### src/rtl/bfly_k.sv
// bfly_k: three-stage Kyber NTT butterfly (q = 3329), CT or GS per triple, with internal Barrett reducer red_k.
// Optional macro BFLY_K_SCALE_EN: GS outputs are multiplied by 2^-1 mod q in S3.

module red_k (
    input  logic [23:0] p,
    output logic [11:0] t
);
    localparam int unsigned Q = 3329;
    // floor(2^24 / q); for p < q^2 the quotient estimate is low by at most one
    localparam int unsigned M = 5039;

    logic [12:0] qe;
    logic [12:0] r;

    always_comb begin
        qe = 13'(({13'd0, p} * 37'(M)) >> 24);
        r  = 13'({1'b0, p} - 25'(qe) * 25'(Q));
        t  = (r >= 13'(Q)) ? 12'(r - 13'(Q)) : r[11:0];
    end
endmodule

module bfly_k #(
    parameter int Q = 3329,
    parameter int W = 12
) (
    input  logic         clk_i,
    input  logic         rst_ni,
    input  logic         valid_i,
    output logic         ready_o,
    input  logic         mode_i,
    input  logic [W-1:0] a_i,
    input  logic [W-1:0] b_i,
    input  logic [W-1:0] zeta_i,
    output logic         valid_o,
    input  logic         ready_i,
    output logic [W-1:0] a_o,
    output logic [W-1:0] b_o
);
    localparam logic [W:0] QE = Q[W:0];

    function automatic logic [W-1:0] add_q(input logic [W-1:0] x, input logic [W-1:0] y);
        logic [W:0] s;
        s = {1'b0, x} + {1'b0, y};
        return (s >= QE) ? W'(s - QE) : s[W-1:0];
    endfunction

    function automatic logic [W-1:0] sub_q(input logic [W-1:0] x, input logic [W-1:0] y);
        logic [W:0] d;
        d = {1'b0, x} - {1'b0, y};
        return d[W] ? W'(d + QE) : d[W-1:0];
    endfunction

`ifdef BFLY_K_SCALE_EN
    function automatic logic [W-1:0] half_q(input logic [W-1:0] x);
        logic [W:0] e;
        e = x[0] ? ({1'b0, x} + QE) : {1'b0, x};
        return e[W:1];
    endfunction
`endif

    logic           v1, v2, v3;
    logic           m1, m2;
    logic [W-1:0]   x1, x2, t2;
    logic [2*W-1:0] p1;
    logic           en1, en2, en3;
    logic [W-1:0]   x_in, y_in, t_red, na, nb;
    logic [2*W-1:0] p_in;

    always_comb begin
        en3     = !v3 || ready_i;
        en2     = !v2 || en3;
        en1     = !v1 || en2;
        ready_o = en1;
        valid_o = v3;
    end

    // S1: CT forwards a and multiplies b; GS forwards a+b and multiplies a-b
    always_comb begin
        if (mode_i) begin
            x_in = add_q(a_i, b_i);
            y_in = sub_q(a_i, b_i);
        end else begin
            x_in = a_i;
            y_in = b_i;
        end
        p_in = {{W{1'b0}}, y_in} * {{W{1'b0}}, zeta_i};
    end

    red_k u_red (
        .p (p1),
        .t (t_red)
    );

    always_comb begin
        if (m2) begin
`ifdef BFLY_K_SCALE_EN
            na = half_q(x2);
            nb = half_q(t2);
`else
            na = x2;
            nb = t2;
`endif
        end else begin
            na = add_q(x2, t2);
            nb = sub_q(x2, t2);
        end
    end

    always_ff @(posedge clk_i or negedge rst_ni) begin
        if (!rst_ni) begin
            v1  <= 1'b0;
            v2  <= 1'b0;
            v3  <= 1'b0;
            m1  <= 1'b0;
            m2  <= 1'b0;
            x1  <= '0;
            p1  <= '0;
            x2  <= '0;
            t2  <= '0;
            a_o <= '0;
            b_o <= '0;
        end else begin
            if (en1) begin
                v1 <= valid_i;
                if (valid_i) begin
                    m1 <= mode_i;
                    x1 <= x_in;
                    p1 <= p_in;
                end
            end
            if (en2) begin
                v2 <= v1;
                if (v1) begin
                    m2 <= m1;
                    x2 <= x1;
                    t2 <= t_red;
                end
            end
            if (en3) begin
                v3 <= v2;
                if (v2) begin
                    a_o <= na;
                    b_o <= nb;
                end
            end
        end
    end
endmodule
### config.mk
export PLATFORM = sky130hd
export DESIGN_NAME = bfly_k
export DESIGN_NICKNAME = d
export VERILOG_FILES = /design/src/rtl/bfly_k.sv
export SDC_FILE = /design/constraint.sdc
export NUM_CORES = 1
export LEC_CHECK = 0
export ABC_CLOCK_PERIOD_IN_PS = 13120
export CAP_MARGIN = 20
export CORE_AREA = 2 2 184 258
export CTS_CLUSTER_DIAMETER = 200
export CTS_CLUSTER_SIZE = 40
export DETAILED_ROUTE_END_ITERATION = 8
export DIE_AREA = 0 0 186 260
export GPL_ROUTABILITY_DRIVEN = 1
export HOLD_SLACK_MARGIN = 0.02
export MAX_ROUTING_LAYER = met4
export SETUP_SLACK_MARGIN = 0.5
export SLEW_MARGIN = 20
export SYNTH_ARGS = -nofsm -noshare
export SYNTH_HDL_FRONTEND = slang
export SYNTH_SLANG_ARGS = --single-unit
### constraint.sdc
create_clock -name clk_i -period 13.12 [get_ports clk_i]
set_clock_uncertainty 0.05 [all_clocks]
set_input_delay 1.312 -clock clk_i [delete_from_list [all_inputs] [get_ports clk_i]]
set_output_delay 1.312 -clock clk_i [all_outputs]
set_load 0.1 [all_outputs]
== Yosys cells after proc, flatten, opt, wreduce, memory -nomap -nowiden ==
Index checks and enable logic that the tools add are counted.
Operators by class
  add/subtract/negate cells: 10
  $mul: 3
  magnitude comparators: 3
  mux-type cells: 9
  reductions and logical operators: 9
Operator list (count)
  $mux 12: 9
  $ge 13x12->1 const B: 3
  $mul 24x13->37 const B: 1
  $sub 12x12->12 const B: 3
  $add 12x12->13: 2
  $sub 12x12->13: 2
  $add 12x12->12 const B: 2
  $mul 12x12->24: 1
  $mul 13x12->13 const B: 1
  $sub 13x13->13: 1
  $reduce_and 2->1: 3
  $logic_not 1->1: 3
  $logic_or 1x1->1: 3
Word-level totals
  flip-flop bits (word level): 89
  bits of input ports: 41
  output and inout bits: 26
  logic and storage cells: 45

== Depth between registers and ports, before layout ==
Gate-level depths: netlist (run 1).
  depth after elaboration: 5
  gate-level depth with buffers: 40
  mapped depth without buffers: 39

== Cells and area by module ==
A second synthesis (run 1) with hierarchy kept.
Unflattened totals
  cell total of the unflattened synthesis: 2113
  area total of the unflattened synthesis: 18856.8 µm²
Modules (own cells, without submodules)
  bfly_k: times used 1, cells each 1416, area each 12079.1 µm², seq. area each 2227.1 µm²
  red_k: times used 1, cells each 697, area each 6777.8 µm², seq. area each 0.0 µm²

== Least setup slack after synthesis (run 1) ==
Ideal clock, no wire load.
  path type: flip-flop to flip-flop
  start point: reg p1[21]
  end point: reg t2[5]
  library setup time: 0.130 ns
  arrival time: 8.879 ns
  required time: 12.940 ns
  setup slack: 4.060 ns
  cell stages (with the launch flop): 38
  buffers on the path: 1
  clock period less this slack: 9.060 ns
  cells stage by stage: dfrtp_1 -> inv_1 -> fa_1 -> fa_1 -> inv_1 -> fa_1 -> fa_1 -> inv_1 -> fa_1 -> inv_1 -> ha_1 -> and4_1 -> o21ai_0 -> or2_2 -> a21oi_1 -> nor2_1 -> xnor2_1 -> xnor2_1 -> (+2 left out) -> fa_1 -> inv_1 -> fa_1 -> xor2_1 -> ha_1 -> o21a_1 -> o21a_1 -> o2111ai_1 -> o311ai_1 -> or4_1 -> or3_1 -> o31ai_1 -> a211o_1 -> o21ai_2 -> buf_4 -> nand4b_1 -> xor2_1 -> o21ai_1
Between the ends
  word-level cells in the longest chain between the ends: 5
  elaborated cells between the ends (all ways): 6
  classes of those cells: 2 x add/sub; 2 x mul; 1 x order compare; 1 x mux
Ends and longest elaborated chain
  start, declared: RTL line 64  | logic [2*W-1:0] p1;
  start signal, assigned: RTL line 128  | p1 <= p_in;
  $mul 24x13->37 (*): RTL line 16  | qe = 13'(({13'd0, p} * 37'(M)) >> 24);
  $mul 13x12->13 (*): RTL line 17  | r = 13'({1'b0, p} - 25'(qe) * 25'(Q));
  $sub 13x13->13 (*): RTL line 17
  $sub 12x12->12 or $ge 13x12->1 (tied branches): RTL line 18  | t = (r >= 13'(Q)) ? 12'(r - 13'(Q)) : r[11:0];
  $mux 12 (*): RTL line 18
  end signal, assigned: RTL line 136  | t2 <= t_red;
  end, declared: RTL line 63  | logic [W-1:0] x1, x2, t2;
Every way passes the cells marked *; elsewhere a longest branch is shown, timed or not.
A chain may end at the register's enable or synchronous reset.

== Final worst setup path (run 1) ==
  start point: reg p1[18]
  end point: reg t2[6]
The elaborated chain is that of the path after synthesis.

==> results of run 1 <==
-- worst max-delay path, delay by kind of cell (launching register included) --
family,cells,cell delay [ns]
xor+xnor,6,1.59
simple gates,6,1.27
buf+inv,6,0.41
fa+ha+maj,10,4.25
compound gates,9,1.99
flops,1,0.58
-- cell type report --
cell class              instances  area (µm²)
well taps                     617         772
clock buffers                   9         225
inverters                     363        1360
flip-flops and latches         89        2230
fillers                      4573       26500
multi-input cells            1512       14000
repair buffers                 81         771
clock inverters                 7         100
-- registers in the layout, summed over array words and instances, names as in the netlist --
name     flops
m2           1
x1          12
b_o         12
a_o         12
p1          24
x2          12
v2           1
valid_o      1
m1           1
t2          12
v1           1
-- per-stage QoR --
stage / util / hold WS (ns) / worst slack, ns / std cells
floorplan: - / 0.393 / 4.06 / 2024
global placement: 0.416 / 0.407 / 3.10 / 2662
detailed placement: 0.416 / 0.414 / 2.87 / 2662
CTS: 0.423 / 0.431 / 2.90 / 2678
global route: 0.423 / 0.460 / 2.26 / 2678
finish: 0.423 / 0.421 / 2.90 / 2678
-- layout by cell type, fill, tap and decap left out, types with 3 or more instances in the layout --
master           Yosys  final
or3_1                4      4
nor2_1              82     82
o211ai_1             4      4
a21o_1              14     14
nand2b_1            24     24
xnor2_1             77     77
o221ai_1            13     13
clkdlybuf4s50_1      0     65
a21oi_1            108    108
fa_1               236    236
nand3_1             38     38
o21ai_0             90     90
o21bai_1             8      8
ha_1               273    273
o21a_1              16     16
a21boi_0             9      9
o31a_1               4      4
mux2_2              14     14
nand2_1            230    230
buf_4                1     16
and2_1              40     40
nand4_1              6      6
o21ai_1              3      3
clkbuf_16            0      9
mux2i_1              6      6
nor3_1              28     28
or2_2                7      7
a31oi_1              8      8
a41oi_1              5      5
inv_1              363    363
nor2b_1             24     24
a211o_1              7      7
nor3b_1             10     10
o31ai_1              9      9
a211oi_1            11     11
or4_1                3      3
dfrtp_1             89     88
and3_1              28     28
xor2_1              39     39
-- cell families (layout without fill, tap and decap cells) --
group | Yosys count | in the layout
simple gates | 532 | 532
compound gates | 334 | 334
flops | 89 | 89
xor+xnor | 117 | 117
mux | 20 | 20
buf+inv | 423 | 460
fa+ha+maj | 509 | 509
-- per-layer routing --
metal	part of all wire	vias up
met1	0.41	6888
met5	0	-
met4	0.022	0
met2	0.54	193
met3	0.022	56
li1	-	6610
-- worst max path at each step --
stage / from / end
after floorplan: p1[21] / t2[5]
after global placement: b_i[0] / p1[23]
after detailed placement: a_i[0] / p1[23]
after CTS: p1[18] / t2[6]
after global routing: p1[12] / t2[6]
final: p1[18] / t2[6]
==> impl_metrics.py, run 1 <==
metrics = {
    "run_status": {
        "status": "finished clean",
    },
    "floorplanning": {
        "dieArea_um2": 48400,
        "die_w_um": 186,
        "core_um2": 46000,
        "fp.dieH_um": 260,
        "ioPinCount": 67,
        "rows": 93,
        "start_util": 0.387,
    },
    "flow_run": {
        "maxCapViolCount": 0,
    },
    "worst_setup_path": {
        "cp-end-kind": "register",
        "r2r_start": "p1[18]",
        "r2r_cells": 37,
        "reg2reg_to": "t2[6]",
        "cpMostUsedCell": "fa_1",
        "worstPathRequired_ns": 13.37,
        "cp_max_fo": 11,
        "max_stage_delay_ns": 0.62,
        "cp.arrival_ns": 10.47,
        "critical_path_class": "register to register",
        "slowest_stage": "xnor2_1",
        "ff2ff_setup_slack_ns": 2.90,
        "crit_path_start_kind": "register",
    },
    "hold_path": {
        "hp-class": "register to register",
        "hold_start": "b_o[8]",
        "holdPathEnd": "b_o[8]",
        "holdPathStages": 2,
    },
    "grt": {
        "grt_pass1_vias": 14509,
        "use_met3": 0.0174,
        "grt_max_degree": 63,
        "grt_use_met1": 0.226,
        "grt_overflow": 0,
        "track_usage": 0.197,
        "busiest_layer": "met2",
        "grt_pass1_wl_um": 73900,
        "antenna_found_initial": 0,
        "use_met2": 0.365,
    },
    "yosys": {
        "syn_nets": 2574,
        "synth_top_area_share": 0.266,
        "async_flop_share": 1.00,
        "synth_compound_area_frac": 0.117,
        "synth_edf_count": 0,
        "synth-xor-area-share": 0.0584,
        "ys_ff_latch": 89,
        "syn_area_um2": 17800,
        "synth.mux.area_fraction": 0.0122,
        "synth-main-ff-cell": "dfrtp_1",
        "synth_top_cell_by_area": "fa_1",
        "yosysWarnings": 0,
        "synth_top_family_by_area": "adder cells",
        "synthSimpleGateAreaFrac": 0.141,
        "synth_cell_types": 68,
        "synthCells": 2024,
        "synth_common_cells": "inv_1, ha_1, fa_1, nand2_1, a21oi_1",
        "synth_fa_ha_area_frac": 0.458,
        "avgSynthCellArea_um2": 8.79,
        "ys_seq_area_frac": 0.125,
        "synth_most_common_cell": "inv_1",
        "synth_area_leaders": "fa_1, ha_1, dfrtp_1",
    },
    "placed_design": {
        "dpl_cell_area_um2": 19100,
        "gp_congestion": 0.919,
        "portBuffers": 66,
        "dpl.hpwl_um": 36800,
    },
    "detailed_routing": {
        "vias_per_cell": 5.13,
        "remaining_drc_errors": 0,
        "detail-route-antenna-nets": 0,
        "dr.pass1.iters": 5,
        "drtIter0Drc": 615,
        "num_vias": 13747,
        "wl_um": 43700,
        "wire_per_inst_um": 16.3,
    },
    "timing": {
        "slew_headroom": 0.308,
        "final-setup-viol-count": 0,
        "rsz0062_at_grt": "false",
        "post-route-min-period_ns": 10.22,
        "hold_viol_final": 0,
        "timing.final.crit_share": 0.779,
        "tightest_slew_ns": 1.04,
        "final.setup.tns_ns": 0,
        "slew_violations": 0,
        "max_freq_mhz": 97.8,
    },
    "cts": {
        "clock_path_buffers": 2,
        "hold_buffers": 0,
        "cts.sinks": 89,
        "cts_setup_buffers": 0,
        "cts_resized": 0,
        "h-tree-depth": 3,
        "cts_buffers": 9,
        "cts_tree": "done",
        "clkLatencyLatePin_ns": 0.38,
        "clk_pin_slew_ns": 0.08,
        "cts-root-buf": "clkbuf_16",
    },
    "finish": {
        "drive_gt1_frac": 0.0291,
        "nNetsFinal": 2606,
        "area_delta_synth_final_pct": 9.22,
        "antenna-diode-count": 0,
        "finalInstanceArea_um2": 19400,
    },
}
Power of run 1 is not shown: default switching activity piles up to over one toggle a cycle in this logic, so the estimate is an artifact.
==> run 2: changes to the inputs <==
ABC_CLOCK_PERIOD_IN_PS = 9510   (was 13120)
clock period = 9.51 ns   (was 13.12 ns; I/O delays follow)
==> run 2 against run 1 <==
Net effect:
- design area rose by 5.2%
- global-route usage rose by 0.45 points
- sequential cell count did not move
- first-iteration DRC count rose by 1.1%
- fmax rose by 11%
- via count rose by 2.1%
- clock-buffer cell count did not move
- critical path type unchanged
- largest cell class unchanged
- highest routed layer unchanged
==> impl_metrics.py, run 2 (synthesis gave the netlist of run 1 again) <==
metrics = {
    "floorplanning": {
        "die_w_um": 186,
        "ioPinCount": 67,
        "rows": 93,
        "fp.dieH_um": 260,
        "core_um2": 46000,
        "dieArea_um2": 48400,
        "start_util": 0.387,
    },
    "timing": {
        "rsz0062_at_grt": "true",
        "final-setup-viol-count": 0,
        "hold_viol_final": 0,
        "fin_ws_ns": 0.327,
        "slew_violations": 0,
        "max_freq_mhz": 109,
        "timing.final.crit_share": 0.966,
        "whs_ns": 0.426,
        "tightest_slew_ns": 1.02,
        "final.setup.tns_ns": 0,
        "slew_headroom": 0.318,
        "post-route-min-period_ns": 9.18,
    },
    "worst_setup_path": {
        "cp_max_fo": 8,
        "reg2reg_to": "t2[5]",
        "crit_path_start_kind": "register",
        "r2r_start": "p1[15]",
        "r2r_cells": 35,
        "critical_path_class": "register to register",
        "cp.arrival_ns": 9.37,
        "cp-end-kind": "register",
        "worstPathRequired_ns": 9.70,
        "max_stage_delay_ns": 0.57,
        "slowest_stage": "or4_4",
        "cpMostUsedCell": "fa_1",
        "ff2ff_setup_slack_ns": 0.33,
    },
    "finish": {
        "antenna-diode-count": 0,
        "largest_register": "p1",
        "final_common_cell": "inv_1",
        "multiInputGateArea_um2": 14400,
        "area_delta_synth_final_pct": 14.9,
        "layout_common_cells": "inv_1, ha_1, fa_1, nand2_1, a21oi_1",
        "nNetsFinal": 2685,
        "regArea_um2": 2240,
        "drive_gt1_frac": 0.105,
        "fillers": 4502,
        "largest_register_ffs": 24,
    },
    "cts": {
        "h-tree-depth": 3,
        "cts_tree": "done",
        "clkLatencyLatePin_ns": 0.37,
        "cts-root-buf": "clkbuf_16",
        "cts_buffers": 9,
        "cts.sinks": 89,
        "clk_pin_slew_ns": 0.07,
        "clock_path_buffers": 2,
    },
    "placed_design": {
        "portBuffers": 66,
        "dp_slack_ns": -0.00654,
        "dpl.hpwl_um": 38000,
        "gp_congestion": 0.947,
    },
    "detailed_routing": {
        "dr.pass1.iters": 5,
        "drtIter0Drc": 622,
        "detail-route-antenna-nets": 0,
        "num_vias": 14041,
        "remaining_drc_errors": 0,
        "wl_um": 45300,
        "wire_per_inst_um": 16.4,
        "vias_per_cell": 5.09,
    },
    "grt": {
        "antenna_found_initial": 0,
        "grt_max_degree": 63,
        "grt_pass1_vias": 14947,
        "grt_overflow": 0,
        "grt_pass1_wl_um": 75200,
        "track_usage": 0.202,
    },
    "hold_path": {
        "hp-class": "register to register",
        "holdPathEnd": "b_o[4]",
        "holdPathStages": 2,
        "hold_start": "b_o[4]",
    },
    "run_status": {
        "status": "finished clean",
    },
    "flow_run": {
        "maxCapViolCount": 0,
    },
}
-- run 2: metal layers --
| metal | up-vias | GRT usage | wire (µm) |
|---|---|---|---|
| met5 | - | - | 0 |
| met4 | 0 | 0.0671 | 1410 |
| met3 | 79 | 0.0153 | 992 |
| met2 | 206 | 0.369 | 24400 |
| met1 | 6991 | 0.232 | 18600 |
| li1 | 6765 | - | - |
-- run 2: timing repair --
item / in CTS / in global routing
setup endpoints to repair: 15 / 22
cloned: 0 / 1
gates resized for setup: 59 / 56
buffers inserted: 20 / 6
hold buffers: 0 / 0
pin swaps: 63 / 36
-- run 2: metrics by stage --
stage | instances | cell area [µm²] | utilization
floorplan | 2024 | 17800 | -
global placement | 2714 | 19500 | 0.425
finish | 2757 | 20400 | 0.445
detailed placement | 2714 | 19500 | 0.425
global route | 2757 | 20400 | 0.445
CTS | 2750 | 20200 | 0.439
-- run 2: area by class of cell --
class                   count  area share
clock buffers               9      0.0110
inverters                 363      0.0666
flip-flops and latches     89       0.110
repair buffers            159      0.0695
clock inverters             7     0.00294
multi-input cells        1513       0.702
well taps                 617      0.0378
-- run 2: worst max path at each step --
stage / from / end / slack (ns) / depth (start not counted)
after floorplan: p1[15] / t2[5] / 0.51 / 33
after global placement: a_i[0] / p1[23] / 0.09 / 37
after detailed placement: b_i[0] / p1[23] / -0.007 / 36
after CTS: p1[17] / t2[5] / 0.32 / 35
after global routing: p1[15] / t2[5] / -0.002 / 35
final: p1[15] / t2[5] / 0.33 / 35
-- run 2: worst max-delay path: cells and delay by family (launching register included) --
family | cells | cell delay [ns]
buf+inv | 6 | 0.58
flops | 1 | 0.44
fa+ha+maj | 10 | 4.28
xor+xnor | 3 | 0.47
compound gates | 11 | 1.89
simple gates | 5 | 1.36
Power of run 2 is left out for the same reason.
==> run 3: changes to the inputs <==
==> constraint.sdc (replaced) <==
create_clock -name clk_i -period 9.51 [get_ports clk_i]
set_clock_uncertainty 0.05 [all_clocks]
set_input_delay 1.4265 -clock clk_i [delete_from_list [all_inputs] [get_ports clk_i]]
set_output_delay 1.4265 -clock clk_i [all_outputs]
set_load 0.1 [all_outputs]
==> run 3 against run 2 <==
Net effect:
- register-to-register slack worse by 0.03 ns
- via count increased by 0.80%
- die area did not move
- highest routed layer unchanged
- largest cell class unchanged
- design area up 2.4%
- critical path depth is 2 higher
- wire length barely moved
==> impl_metrics.py, run 3 (synthesis gave the netlist of run 1 again) <==
metrics = {
    "placed_design": {
        "portBuffers": 66,
        "gp_congestion": 0.913,
        "dpl.hpwl_um": 37900,
    },
    "worst_setup_path": {
        "cp-end-kind": "register",
        "cp_top_family": "adder cells",
        "max_stage_delay_ns": 0.55,
        "critical_path_class": "register to register",
        "worstPathRequired_ns": 9.72,
        "crit_buf_inv": 9,
        "cp_max_fo": 8,
        "slowest_stage": "fa_2",
        "cp.arrival_ns": 9.42,
        "cpMostUsedCell": "fa_1",
        "crit_path_start_kind": "register",
    },
    "grt": {
        "grt_max_degree": 64,
        "grt_pass1_vias": 15239,
        "grt_overflow": 0,
        "grt_pass1_wl_um": 75300,
        "antenna_found_initial": 0,
        "track_usage": 0.201,
    },
    "detailed_routing": {
        "num_vias": 14153,
        "wire_per_inst_um": 16.2,
        "detail-route-antenna-nets": 0,
        "remaining_drc_errors": 0,
        "dr.pass1.iters": 5,
        "drtIter0Drc": 552,
        "vias_per_cell": 5.07,
        "wl_um": 45300,
    },
    "cts": {
        "cts_tree": "done",
        "h-tree-depth": 3,
        "clock_path_buffers": 2,
        "clk_pin_slew_ns": 0.07,
        "cts.sinks": 89,
        "clkLatencyLatePin_ns": 0.38,
        "hold_buffers": 0,
        "cts-root-buf": "clkbuf_16",
        "cts_buffers": 9,
    },
    "finish": {
        "antenna-diode-count": 0,
        "largest_register_ffs": 24,
        "nNetsFinal": 2718,
        "final_common_cell": "inv_1",
        "layout_common_cells": "inv_1, ha_1, nand2_1, fa_1, buf_4",
        "area_delta_synth_final_pct": 17.7,
        "drive_gt1_frac": 0.134,
        "largest_register": "p1",
        "fillers": 4436,
    },
    "timing": {
        "slew_headroom": 0.327,
        "max_freq_mhz": 108,
        "hold_viol_final": 0,
        "timing.final.crit_share": 0.969,
        "final-setup-viol-count": 0,
        "final.setup.tns_ns": 0,
        "post-route-min-period_ns": 9.22,
        "tightest_slew_ns": 1.01,
        "rsz0062_at_grt": "true",
        "slew_violations": 0,
    },
    "floorplanning": {
        "start_util": 0.387,
        "fp.dieH_um": 260,
        "dieArea_um2": 48400,
        "core_um2": 46000,
        "ioPinCount": 67,
        "rows": 93,
        "die_w_um": 186,
    },
    "hold_path": {
        "hp-class": "register to register",
    },
    "run_status": {
        "status": "finished clean",
    },
    "flow_run": {
        "maxCapViolCount": 0,
    },
}
run 3: layout make-up:
class | count | area, µm² | share of cell area
Multi-Input combinational cell | 1512 | 14600 | 0.697
Clock inverter | 7 | 78.8 | 0.00376
Clock buffer | 9 | 225 | 0.0108
Timing Repair Buffer | 193 | 1670 | 0.0799
Tap cell | 617 | 772 | 0.0369
Sequential cell | 89 | 2240 | 0.107
Inverter | 363 | 1360 | 0.0651
run 3: worst paths after layout:
kind	from	endpoint	slack (ns)	cells after the start
worst max-delay path	p1[16]	t2[5]	0.29	37
worst min-delay path	b_o[8]	b_o[8]	0.43	2
worst max register to register	p1[16]	t2[5]	0.29	37
worst min register to register	b_o[8]	b_o[8]	0.43	2
max in group asynchronous	rst_ni	p1[15]	7.29	2
min in group asynchronous	rst_ni	v2	0.90	1
run 3: tightest hold or removal path, cell delays in order (launching register included):
cell	delay (ns)
dfrtp_1	0.35
nand2_1	0.05
nand2_1	0.05
run 3: layer usage:
layer  vias up  GRT usage  wire length [µm]
li1       6845          -                 -
met5         -          -                 0
met3        82     0.0115               947
met1      7022      0.232             18600
met4         0     0.0626              1300
met2       204      0.372             24500
run 3: through the flow:
step | hold slack [ns] | cell area (µm²) | util | setup slack, ns | cells
4_1_cts | 0.439 | 20400 | 0.445 | 0.278 | 2772
2_1_floorplan | 0.393 | 17800 | - | 0.506 | 2024
5_1_grt | 0.467 | 20900 | 0.456 | -0.0817 | 2790
3_3_place_gp | 0.414 | 19600 | 0.427 | -0.150 | 2727
6_report | 0.425 | 20900 | 0.456 | 0.293 | 2790
3_5_place_dp | 0.422 | 19600 | 0.427 | -0.214 | 2727
run 3: repair_timing:
| item | CTS | global route |
|---|---|---|
| buffers inserted | 29 | 17 |
| cloned | 0 | 1 |
| pin swaps | 78 | 63 |
| gates resized for setup | 79 | 82 |
| endpoints found under the setup margin | 16 | 23 |
Power of run 3 is left out for the same reason.
